File: src/rtl/ft_spi_tunnel_pkg.sv
// ---------------------------------------------------------------------------
// ft_spi_tunnel_pkg
// Shared types and constants for the host-side SPI tunnel encoder that
// drives the two-wire TXD/RTS waveform toward the FT2232C bridge.
// No ports (package).
// ---------------------------------------------------------------------------
package ft_spi_tunnel_pkg;

   // Encoder sequencing states
   typedef enum logic [2:0] {
      IDLE   = 3'd0,
      SEL    = 3'd1,
      HIGH   = 3'd2,
      LOW    = 3'd3,
      WAIT   = 3'd4,
      DESEL0 = 3'd5,
      DESEL1 = 3'd6,
      DESEL2 = 3'd7
   } state_t;

   // Smallest half period that still leaves room for the MISO round trip
   // (bridge register + synchroniser) before the sample point.
   localparam int   MIN_HALF_PERIOD = 4;
   localparam int   SYNC_STAGES     = 2;

   // Line levels when nothing is selected: SCK=0, MOSI=0.
   localparam logic IDLE_TXD = 1'b1;
   localparam logic IDLE_RTS = 1'b0;

   // States in which a new byte may be accepted
   function automatic logic is_ready_state(input state_t s);
      return (s == IDLE) || (s == WAIT);
   endfunction

endpackage

File: src/rtl/ft_spi_tunnel_enc_if.sv
// ---------------------------------------------------------------------------
// ft_spi_tunnel_enc_if
// Byte-level handshake between local logic and the tunnel encoder.
//   tx_data/tx_last/tx_valid : byte offered by the host logic
//   tx_ready                 : encoder can take a byte this cycle
//   rx_data/rx_valid         : byte captured from MISO, one-cycle pulse
//   busy                     : encoder is not idle
// Modports: master = host logic, slave = encoder.
// ---------------------------------------------------------------------------
interface ft_spi_tunnel_enc_if;
   logic [7:0] tx_data;
   logic       tx_last;
   logic       tx_valid;
   logic       tx_ready;
   logic [7:0] rx_data;
   logic       rx_valid;
   logic       busy;

   modport master (
      output tx_data, tx_last, tx_valid,
      input  tx_ready, rx_data, rx_valid, busy
   );

   modport slave (
      input  tx_data, tx_last, tx_valid,
      output tx_ready, rx_data, rx_valid, busy
   );
endinterface

File: src/rtl/ft_spi_tunnel_enc_chk.sv
// ---------------------------------------------------------------------------
// ft_spi_tunnel_enc_chk
// Elaboration-time parameter check for the tunnel encoder.
// No ports; HALF_PERIOD must allow the MISO path to settle.
// ---------------------------------------------------------------------------
module ft_spi_tunnel_enc_chk
   import ft_spi_tunnel_pkg::*;
#(
   parameter int HALF_PERIOD = 50
) ();

   if (HALF_PERIOD < MIN_HALF_PERIOD) begin : g_half_period_too_small
      $error("ft_spi_tunnel_enc: HALF_PERIOD=%0d is below the minimum of %0d",
             HALF_PERIOD, MIN_HALF_PERIOD);
   end

endmodule

File: src/rtl/ft_spi_tunnel_enc_sync2.sv
// ---------------------------------------------------------------------------
// ft_sync2
// Flop-chain synchroniser for a single asynchronous bit.
//   clk : destination clock
//   rst : synchronous active-high reset (chain clears to 0)
//   d   : asynchronous input
//   q   : synchronised output
// ---------------------------------------------------------------------------
module ft_sync2
   import ft_spi_tunnel_pkg::*;
(
   input  logic clk,
   input  logic rst,
   input  logic d,
   output logic q
);

   logic [SYNC_STAGES-1:0] stages_r;

   // Shift the asynchronous bit through the synchroniser chain
   always_ff @(posedge clk) begin
      if (rst) begin
         stages_r <= '0;
      end else begin
         stages_r <= {stages_r[SYNC_STAGES-2:0], d};
      end
   end

   assign q = stages_r[SYNC_STAGES-1];

endmodule

File: src/rtl/ft_spi_tunnel_enc.sv
// ---------------------------------------------------------------------------
// ft_spi_tunnel_enc
// Host-side encoder for the two-wire SPI tunnel on the FT2232C UART pins.
// A TXD fall selects the slave; while selected SCK=TXD and MOSI=RTS; an RTS
// rise followed by an RTS fall while TXD is high deselects. SPI mode 0,
// MSB first.
//   CLK100MHZ : system clock
//   RESET     : synchronous active-high reset
//   bus       : byte handshake (slave modport)
//   ENC_TXD   : encoded TXD toward the bridge (registered)
//   ENC_RTS   : encoded RTS toward the bridge (registered)
//   ENC_RXD   : MISO echo from the bridge (asynchronous)
// ---------------------------------------------------------------------------
module ft_spi_tunnel_enc
   import ft_spi_tunnel_pkg::*;
#(
   parameter int HALF_PERIOD = 50
)
(
   input  logic               CLK100MHZ,
   input  logic               RESET,
   ft_spi_tunnel_enc_if.slave bus,
   output logic               ENC_TXD,
   output logic               ENC_RTS,
   input  logic               ENC_RXD
);

   localparam int             CNT_W    = $clog2(HALF_PERIOD);
   localparam logic [CNT_W-1:0] CNT_ZERO = '0;
   localparam logic [CNT_W-1:0] CNT_ONE  = CNT_W'(1);
   localparam logic [CNT_W-1:0] CNT_LAST = CNT_W'(HALF_PERIOD - 1);

   state_t             state_r,    state_nx_s;
   logic [CNT_W-1:0]   cnt_r,      cnt_nx_s;
   logic [2:0]         bit_r,      bit_nx_s;
   logic [7:0]         byte_r,     byte_nx_s;
   logic               last_r,     last_nx_s;
   logic [7:0]         rx_shift_r, rx_shift_nx_s;
   logic [7:0]         rx_data_r,  rx_data_nx_s;
   logic               rx_valid_r, rx_valid_nx_s;
   logic               txd_r,      txd_nx_s;
   logic               rts_r,      rts_nx_s;
   logic               ready_r;
   logic               busy_r;
   logic               rxd_sync_s;
   logic               accept_s;
   logic               cnt_end_s;

   ft_spi_tunnel_enc_chk #(.HALF_PERIOD(HALF_PERIOD)) u_chk ();

   ft_sync2 u_rxd_sync (
      .clk (CLK100MHZ),
      .rst (RESET),
      .d   (ENC_RXD),
      .q   (rxd_sync_s)
   );

   assign accept_s  = bus.tx_valid & ready_r;
   assign cnt_end_s = (cnt_r == CNT_LAST);

   // Next-state, line levels and capture logic for the encoder FSM.
   // Line levels are computed for the next state so the registered outputs
   // always match the state being entered; RTS changes together with a TXD
   // fall and never while TXD is high inside a transaction.
   always_comb begin
      state_nx_s    = state_r;
      cnt_nx_s      = cnt_r + CNT_ONE;
      bit_nx_s      = bit_r;
      byte_nx_s     = byte_r;
      last_nx_s     = last_r;
      rx_shift_nx_s = rx_shift_r;
      rx_data_nx_s  = rx_data_r;
      rx_valid_nx_s = 1'b0;
      txd_nx_s      = IDLE_TXD;
      rts_nx_s      = rts_r;
      case (state_r)
         IDLE: begin
            cnt_nx_s = CNT_ZERO;
            rts_nx_s = IDLE_RTS;
            if (accept_s) begin
               byte_nx_s  = bus.tx_data;
               last_nx_s  = bus.tx_last;
               bit_nx_s   = 3'd7;
               state_nx_s = SEL;
               txd_nx_s   = 1'b0;
               rts_nx_s   = bus.tx_data[7];
            end else begin
               state_nx_s = IDLE;
            end
         end
         SEL: begin
            txd_nx_s = 1'b0;
            if (cnt_end_s) begin
               state_nx_s = HIGH;
               cnt_nx_s   = CNT_ZERO;
               txd_nx_s   = 1'b1;
            end else begin
               state_nx_s = SEL;
            end
         end
         HIGH: begin
            if (cnt_end_s) begin
               // MISO is sampled on the final cycle of the SCK-high phase
               cnt_nx_s      = CNT_ZERO;
               rx_shift_nx_s = {rx_shift_r[6:0], rxd_sync_s};
               if (bit_r != 3'd0) begin
                  state_nx_s = LOW;
                  bit_nx_s   = bit_r - 3'd1;
                  txd_nx_s   = 1'b0;
                  rts_nx_s   = byte_r[bit_r - 3'd1];
               end else begin
                  rx_data_nx_s  = {rx_shift_r[6:0], rxd_sync_s};
                  rx_valid_nx_s = 1'b1;
                  if (last_r) begin
                     state_nx_s = DESEL0;
                     rts_nx_s   = IDLE_RTS;
                  end else begin
                     state_nx_s = WAIT;
                  end
               end
            end else begin
               state_nx_s = HIGH;
            end
         end
         LOW: begin
            txd_nx_s = 1'b0;
            if (cnt_end_s) begin
               state_nx_s = HIGH;
               cnt_nx_s   = CNT_ZERO;
               txd_nx_s   = 1'b1;
            end else begin
               state_nx_s = LOW;
            end
         end
         WAIT: begin
            // CS stays asserted with SCK high for as long as the host stalls
            cnt_nx_s = CNT_ZERO;
            if (accept_s) begin
               byte_nx_s  = bus.tx_data;
               last_nx_s  = bus.tx_last;
               bit_nx_s   = 3'd7;
               state_nx_s = LOW;
               txd_nx_s   = 1'b0;
               rts_nx_s   = bus.tx_data[7];
            end else begin
               state_nx_s = WAIT;
            end
         end
         DESEL0: begin
            rts_nx_s = 1'b0;
            if (cnt_end_s) begin
               state_nx_s = DESEL1;
               cnt_nx_s   = CNT_ZERO;
               rts_nx_s   = 1'b1;
            end else begin
               state_nx_s = DESEL0;
            end
         end
         DESEL1: begin
            rts_nx_s = 1'b1;
            if (cnt_end_s) begin
               state_nx_s = DESEL2;
               cnt_nx_s   = CNT_ZERO;
               rts_nx_s   = 1'b0;
            end else begin
               state_nx_s = DESEL1;
            end
         end
         DESEL2: begin
            rts_nx_s = 1'b0;
            if (cnt_end_s) begin
               state_nx_s = IDLE;
               cnt_nx_s   = CNT_ZERO;
            end else begin
               state_nx_s = DESEL2;
            end
         end
         default: begin
            state_nx_s = DESEL0;
            cnt_nx_s   = CNT_ZERO;
            rts_nx_s   = IDLE_RTS;
         end
      endcase
   end

   // State and output registers; reset forces TXD high and restarts the
   // deselect sequence so an interrupted transaction is closed cleanly.
   always_ff @(posedge CLK100MHZ) begin
      if (RESET) begin
         state_r    <= DESEL0;
         cnt_r      <= CNT_ZERO;
         bit_r      <= 3'd7;
         byte_r     <= 8'h00;
         last_r     <= 1'b0;
         rx_shift_r <= 8'h00;
         rx_data_r  <= 8'h00;
         rx_valid_r <= 1'b0;
         txd_r      <= IDLE_TXD;
         rts_r      <= IDLE_RTS;
         ready_r    <= 1'b0;
         busy_r     <= 1'b1;
      end else begin
         state_r    <= state_nx_s;
         cnt_r      <= cnt_nx_s;
         bit_r      <= bit_nx_s;
         byte_r     <= byte_nx_s;
         last_r     <= last_nx_s;
         rx_shift_r <= rx_shift_nx_s;
         rx_data_r  <= rx_data_nx_s;
         rx_valid_r <= rx_valid_nx_s;
         txd_r      <= txd_nx_s;
         rts_r      <= rts_nx_s;
         ready_r    <= is_ready_state(state_nx_s);
         busy_r     <= (state_nx_s != IDLE);
      end
   end

   assign ENC_TXD      = txd_r;
   assign ENC_RTS      = rts_r;
   assign bus.tx_ready = ready_r;
   assign bus.rx_data  = rx_data_r;
   assign bus.rx_valid = rx_valid_r;
   assign bus.busy     = busy_r;

endmodule

File: src/flat_wrapper.sv
// flat-port wrapper written by rule: the top's interface ports become plain ports
module ft_spi_tunnel_enc_flat import ft_spi_tunnel_pkg::*;
#(
   parameter int HALF_PERIOD = 50
)
  (CLK100MHZ, RESET, ENC_TXD, ENC_RTS, ENC_RXD, bus_tx_data, bus_tx_last, bus_tx_valid, bus_tx_ready, bus_rx_data, bus_rx_valid, bus_busy);
  ft_spi_tunnel_enc_if bus_i ();
  input  logic CLK100MHZ;
  input  logic RESET;
  output logic ENC_TXD;
  output logic ENC_RTS;
  input  logic ENC_RXD;
  input wire logic [$bits(bus_i.tx_data)-1:0] bus_tx_data;
  input wire logic [$bits(bus_i.tx_last)-1:0] bus_tx_last;
  input wire logic [$bits(bus_i.tx_valid)-1:0] bus_tx_valid;
  output wire logic [$bits(bus_i.tx_ready)-1:0] bus_tx_ready;
  output wire logic [$bits(bus_i.rx_data)-1:0] bus_rx_data;
  output wire logic [$bits(bus_i.rx_valid)-1:0] bus_rx_valid;
  output wire logic [$bits(bus_i.busy)-1:0] bus_busy;
  assign bus_i.tx_data = bus_tx_data;
  assign bus_i.tx_last = bus_tx_last;
  assign bus_i.tx_valid = bus_tx_valid;
  assign bus_tx_ready = bus_i.tx_ready;
  assign bus_rx_data = bus_i.rx_data;
  assign bus_rx_valid = bus_i.rx_valid;
  assign bus_busy = bus_i.busy;
  ft_spi_tunnel_enc #(.HALF_PERIOD(HALF_PERIOD)) u_core (.CLK100MHZ(CLK100MHZ), .RESET(RESET), .bus(bus_i), .ENC_TXD(ENC_TXD), .ENC_RTS(ENC_RTS), .ENC_RXD(ENC_RXD));
endmodule
File: config.mk
export PLATFORM = sky130hd
export DESIGN_NAME = ft_spi_tunnel_enc_flat
export DESIGN_NICKNAME = d
export VERILOG_FILES = /design/src/rtl/ft_spi_tunnel_pkg.sv /design/src/rtl/ft_spi_tunnel_enc_if.sv /design/src/rtl/ft_spi_tunnel_enc_chk.sv /design/src/rtl/ft_spi_tunnel_enc_sync2.sv /design/src/rtl/ft_spi_tunnel_enc.sv /design/src/flat_wrapper.sv
export SDC_FILE = /design/constraint.sdc
export NUM_CORES = 1
export LEC_CHECK = 0
export CORE_MARGIN = 10
export CORE_UTILIZATION = 55
export DETAILED_ROUTE_END_ITERATION = 10
export PLACE_DENSITY = 0.9
export SYNTH_ARGS = -nofsm -noshare
export SYNTH_HDL_FRONTEND = slang
export SYNTH_HIERARCHICAL = 1
export SYNTH_SLANG_ARGS = --single-unit
File: constraint.sdc
create_clock -name CLK100MHZ -period 3.45 [get_ports CLK100MHZ]
set_input_delay 0.8625 -clock CLK100MHZ [delete_from_list [all_inputs] [get_ports CLK100MHZ]]
set_output_delay 0.8625 -clock CLK100MHZ [all_outputs]
set_load 0.05 [all_outputs]
==> metrics.txt, run 1 <==
# resized after CTS 0; DRT Pass-1 Iters 4; FF-to-FF End u_core/bit_r[2]; Final Cycle Share 69.40%; mapped cell area between 1500 and 2000 sq um; CP Max Fanout 2; CTS buffer count 5; global-route wire length before repair 6.561 mm; run status complete, no violations; max_cap viols 0; reg-to-reg slack, setup 1.31 ns; Lkg Pwr 0.8118 nW; CP required between 2 and 3 ns; num rows 21; Gate Count Post-Synth 213; Final Hold Viols 0; io pins 26; DP Area 2155 sq um; total number of vias 1516; vias in the first global route between 1000 and 1500; Final Slew Violations 0; Most used DFF post-synth dfxtp_1; DR DRC count 0; 1st-iter DRT viols 132; starting density of the core 56.84%; Min-Delay Endpoint u_core/byte_r[1]; area of the die 6161 sq um; largest net degree at the start of global routing 24; critical path type flip-flop to output pin; Layout Nets 252; WL final between 3 and 4 mm; final setup fails 0; initial antenna violation count 0; internal power around 0.67 mW; Hold WC Path Type flip-flop to flip-flop; part of the power in the clock network 37.4%; Root Driver clkbuf_4; Final GP Congestion 0.9110; CP Launch Type flip-flop; die width 78.50 um; crit-path cells clkdlybuf4s50_1; r2r startpoint u_core/bit_r[0]; slowest stage delay, CP 0.81 ns; Finished Layout Cells ~280; ys async rst share 0%; Yosys cell types 43; Tightest Pin Transition 0.5564 ns; # Post-CTS Setup Buffers 0; Design Area, Final 2236 sq um; RSZ-0062 raised after global routing false; syn_nets 230; Sw Share 21.54%; worst vdd ir 0.4770 mV; Psw approximately 0.18 mW; Comb power frac 3.6%; leading area contributor after synthesis dfxtp_1; syn_area_per_cell 8.835 sq um; CTS Hold Bufs 0; synthesized flop and latch total 43; H-tree levels 2; n_diodes 0; largest cells by area after synthesis dfxtp_1, nand2_1, a21oi_1; slowest CP cell clkdlybuf4s50_1; fin crit period 2.394 ns; height of the chip 78.50 um; Setup TNS 0 ns; crit path capture type output pin; Clk Latency, worst-skew pair 0.36 ns; Slew HR 62.71%; core footprint 3311 sq um; area growth from synthesis to layout 18.82%; Fillers 285; grt ovf 0; critical path's top delay family buffers and inverters; CTS tree yes; worst hold stages 2; DP Wirelength 2.748 mm; Sinks on Clock Net 43; # port buffers 25; wire length per cell ~13 um; crit path DAT 1.53 ns; Flop pwr share 59.0%; PD cells 382.3 nW/um^2; Max Buffers Root-to-Sink 2; antenna viol nets, final 0; synth warn 6; Max Clock Freq 417.7 MHz; Buf/Inv on CP 1; DR vias/cell about 5.4; Post-synth EDFFs 0; share of cells above drive strength 1 between 7 and 8%; area fraction of the dominant cell type after synthesis 45.74%; CTS clock-pin slew for the worst setup and hold paths 0.14 ns; GRT Overall Usage 12.57%; reg2reg path depth 7; HP Start u_core/byte_r[1]; register area share after synthesis 45.74%; placed insts 274; clock skew 0.01543 ns
-- routing by layer --
| metal | GRT usage, % | part of all wire [%] |
|---|---|---|
| met5 | 0 | 0 |
| met4 | 3.405 | 0.96 |
| met3 | 3.986 | 4.9 |
| met2 | 20.72 | 47 |
| met1 | 15.40 | 47 |
-- power groups by stage --
stage | combinational, mW | sequential (mW) | clock, mW
after detailed placement | 0.0310 | 0.515 | 0
after CTS | 0.0310 | 0.504 | 0.327
after global placement | 0.0307 | 0.515 | 0
final | 0.0310 | 0.504 | 0.320
after global routing | 0.0345 | 0.505 | 0.349
after floorplan | 0.0155 | 0.514 | 0
-- through the flow --
| step | power, mW | setup WS, ns | hold WS [ns] | util (%) |
|---|---|---|---|---|
| 2_1_floorplan | 0.5291 | 1.565 | 0.4138 | - |
| 3_5_place_dp | 0.5463 | 0.9817 | 0.4387 | 65.08 |
| 6_report | 0.8549 | 1.056 | 0.4612 | 67.54 |
| 3_3_place_gp | 0.5459 | 1.025 | 0.4242 | 65.08 |
| 5_1_grt | 0.8883 | 0.9943 | 0.4729 | 67.54 |
| 4_1_cts | 0.8625 | 1.036 | 0.4611 | 67.54 |
-- final cells by class --
class / instances / area, sq um / area share (%)
Clock inverter: 3 / 43.79 / 1.959
Timing Repair Buffer: 26 / 257.7 / 11.53
Sequential cell: 43 / 860.8 / 38.50
Inverter: 7 / 26.28 / 1.175
Clock buffer: 5 / 37.54 / 1.679
Multi-Input combinational cell: 152 / 952.2 / 42.59
Tap cell: 46 / 57.56 / 2.574
-- flip-flops by register name, indices dropped and copies added, names as in the netlist --
register,flops
u_core/ENC_RTS,1
u_core/ENC_TXD,1
u_core/bit_r,3
u_core/bus.busy,1
u_core/bus.rx_data,8
u_core/bus.rx_valid,1
u_core/bus.tx_ready,1
u_core/byte_r,8
u_core/cnt_r,6
u_core/last_r,1
u_core/rx_shift_r,7
u_core/state_r,3
u_core/u_rxd_sync/stages_r,2
-- layout by cell type, fill, tap and decap left out, types with 2 or more instances in the layout --
| master | count |
|---|---|
| dfxtp_1 | 43 |
| nand2_1 | 38 |
| clkdlybuf4s50_1 | 25 |
| nor2_1 | 20 |
| a21oi_1 | 19 |
| mux2i_1 | 9 |
| inv_1 | 7 |
| clkbuf_4 | 5 |
| nand2b_1 | 5 |
| nand3_1 | 5 |
| nor3_1 | 5 |
| o21ai_0 | 4 |
| nor2b_1 | 4 |
| ha_1 | 4 |
| nor3b_1 | 3 |
| nor4b_1 | 3 |
| nor3_2 | 2 |
| xor2_1 | 2 |
| xnor2_1 | 2 |
| a21o_1 | 2 |
| mux4_2 | 2 |
| o211ai_1 | 2 |
-- worst max path at each step --
stage | depth (start not counted) | end | start | slack (ns)
final | 1 | ENC_RTS | u_core/ENC_RTS | 1.06
after global routing | 1 | bus_rx_data[4] | u_core/bus.rx_data[4] | 0.99
after CTS | 1 | ENC_RTS | u_core/ENC_RTS | 1.04
after detailed placement | 6 | u_core/bus.busy | bus_tx_valid | 0.98
after global placement | 5 | u_core/state_r[2] | bus_tx_valid | 1.02
after floorplan | 5 | u_core/bus.busy | bus_tx_valid | 1.56
-- synth_stat cells (2+ instances only) --
| cell | count |
|---|---|
| nor2_1 | 20 |
| a21oi_1 | 19 |
| xnor2_1 | 2 |
| clkbuf_1 | 10 |
| nand2b_1 | 5 |
| nor3b_1 | 3 |
| a21o_1 | 2 |
| o21ai_0 | 4 |
| ha_1 | 4 |
| xor2_1 | 2 |
| dfxtp_1 | 43 |
| mux4_2 | 2 |
| nor3_1 | 5 |
| o211ai_1 | 2 |
| nor4b_1 | 3 |
| mux2i_1 | 9 |
| nand2_1 | 38 |
| nand3_1 | 5 |
| inv_1 | 7 |
| nor2b_1 | 4 |
| nor3_2 | 2 |
-- kinds of logic after synthesis --
family                   count (synthesis)  share of synthesized area [%]
flip-flops                              43                          45.74
AND/OR/NAND/NOR                         98                          27.59
adder cells (fa/ha/maj)                  4                          2.660
multiplexers                            11                          7.181
AO/OA/AOI/OAI                           35                          11.30
XOR/XNOR                                 4                          1.862
buffers and inverters                   18                          3.657
(Power assumes the default switching activity.)
==> run 2, diff against run 1 <==
Settings changed: CORE_UTILIZATION 55 to 48, PLACE_DENSITY 0.9 to 0.84.
Clock period 3.45 ns to 2.2 ns, I/O delays scaled along.
==> run 2 against run 1 <==
Against the previous run:
- critical path depth did not move
- combinational power rose by 63%
- final cell count increased by 3.5%
- first-iteration DRC count decreased by 14%
- total power up 58%
- sequential share of layout area down 1.3 points
- clock power increased by 59%
- hold slack got worse by 0.017 ns
- highest routed layer unchanged
- via count is 3.4% higher
- design area grew 3.4%
- clock skew shrank 0.0053 ns
- critical endpoint is now bus_tx_ready
==> metrics.txt, run 2 (synthesis gave the netlist of run 1 again) <==
CP Max Fanout 3; area growth from synthesis to layout 22.81%; fin crit period 2.015 ns; worst vdd ir 0.3533 mV; wl on met1 1.683 mm; Slew HR 66.26%; critical path type flip-flop to output pin; critical path's top delay family buffers and inverters; Final Slew Violations 0; CP Launch Type flip-flop; crit path DAT 1.46 ns; CTS clock-pin slew for the worst setup and hold paths ~0.08 ns; Max Buffers Root-to-Sink 2; num rows 22; Root Driver clkbuf_8; Setup TNS 0 ns; H-tree levels 2; Crit path depth 1; height of the chip between 80 and 90 um; # port buffers 25; Tightest Pin Transition ~0.5 ns; Final Cycle Share 91.59%; Max Clock Freq 496.3 MHz; wire length per cell approximately 13 um; Finished Layout Cells 292; reg-to-reg slack, setup 0.33 ns; placed insts 284; Lkg Pwr around 0.85 nW; n_diodes 0; Fillers 322; starting density of the core 50.64%; total number of vias 1567; grt ovf 0; FF-to-FF End u_core/bus.busy; slowest stage delay, CP 0.82 ns; 1st-iter DRT viols 114; RSZ-0062 raised after global routing false; DP Wirelength 2.767 mm; CTS buffer count 5; DR DRC count 0; WL final 3.853 mm; die width 82.62 um; top sig layer met4; core footprint between 3000 and 4000 sq um; io pins 26; area of the die 6825 sq um; run status complete, no violations; CTS Hold Bufs 0; # resized after CTS 0; Clk Latency, worst-skew pair 0.30 ns; share of cells above drive strength 1 10.66%; clock skew slightly above 0.01 ns; met2 wire len 1.785 mm; # Post-CTS Setup Buffers 0; vias in the first global route 1491; metal3 WL 268 um; leading cell type in the layout, fill and taps excluded dfxtp_1; Layout Nets 260; antenna viol nets, final 0; GRT Overall Usage 12.31%; slowest CP cell clkdlybuf4s50_1; post-layout util 62.19%; crit path capture type output pin; Buf/Inv on CP 1; reg2reg path depth 7; PD cells 584.0 nW/um^2; Setup crit end bus_tx_ready; r2r startpoint u_core/bit_r[0]; Hold WC Path Type flip-flop to flip-flop; Setup crit start u_core/bus.tx_ready; crit-path cells clkdlybuf4s50_1; Final GP Congestion 0.8991; initial antenna violation count 0; max_cap viols 0; DRT Pass-1 Iters 4; global-route wire length before repair 6.575 mm; most frequent cells in the layout dfxtp_1, nand2_1, clkdlybuf4s50_1; final setup fails 0; largest net degree at the start of global routing 22; CP required 1.65 ns; Final Hold Viols 0; total power about 1.3 mW; CTS tree yes; Sinks on Clock Net 43; DR vias/cell between 5 and 6
## run 2: cell types whose count changed in the layout (fill, tap and decap cells not counted), sizes merged
cell and change:
clkinvlp +1, buf +8, bufinv -1
## run 2: final cells by class
type / instances / area (sq um) / area share [%]
tap: 48 / 60.06 / 2.599
timing repair buffer: 34 / 317.8 / 13.75
multi-input combinational: 152 / 952.2 / 41.20
clock buffer: 5 / 68.82 / 2.978
sequential: 43 / 860.8 / 37.25
clock inverter: 3 / 25.02 / 1.083
inverter: 7 / 26.28 / 1.137
## run 2: stage by stage
stage	setup slack, ns	cell area (sq um)	hold WS (ns)
2_1_floorplan	0.4902	1882	0.4138
3_3_place_gp	0.2077	2217	0.4156
3_5_place_dp	0.1673	2217	0.4253
4_1_cts	0.1665	2311	0.4445
5_1_grt	0.1142	2311	0.4680
6_report	0.1851	2311	0.4437
## run 2: per-layer routing
| metal | up-vias | global-route usage [%] |
|---|---|---|
| li1 | 792 | - |
| met5 | - | 0 |
| met2 | 46 | 18.82 |
| met3 | 9 | 4.968 |
| met4 | 0 | 7.860 |
| met1 | 720 | 14.02 |
## run 2: worst min-delay path by stage
stage                     slack [ns]                          start                       endpoint  cells past startpoint
final                           0.44  u_core/u_rxd_sync/stages_r[0]  u_core/u_rxd_sync/stages_r[1]                      1
after global routing            0.47  u_core/u_rxd_sync/stages_r[0]  u_core/u_rxd_sync/stages_r[1]                      1
after CTS                       0.44  u_core/u_rxd_sync/stages_r[0]  u_core/u_rxd_sync/stages_r[1]                      1
after detailed placement        0.43  u_core/u_rxd_sync/stages_r[0]  u_core/u_rxd_sync/stages_r[1]                      1
after global placement          0.42  u_core/u_rxd_sync/stages_r[0]  u_core/u_rxd_sync/stages_r[1]                      1
after floorplan                 0.41  u_core/u_rxd_sync/stages_r[0]  u_core/u_rxd_sync/stages_r[1]                      1
## run 2: where the power goes
group | leakage, nW | internal, mW | switching (mW) | total (mW)
logic | 0.457 | 0.0287 | 0.0218 | 0.0505
registers | 0.348 | 0.784 | 0.00574 | 0.790
clock network | 0.0443 | 0.227 | 0.283 | 0.509
total | 0.849 | 1.04 | 0.310 | 1.35
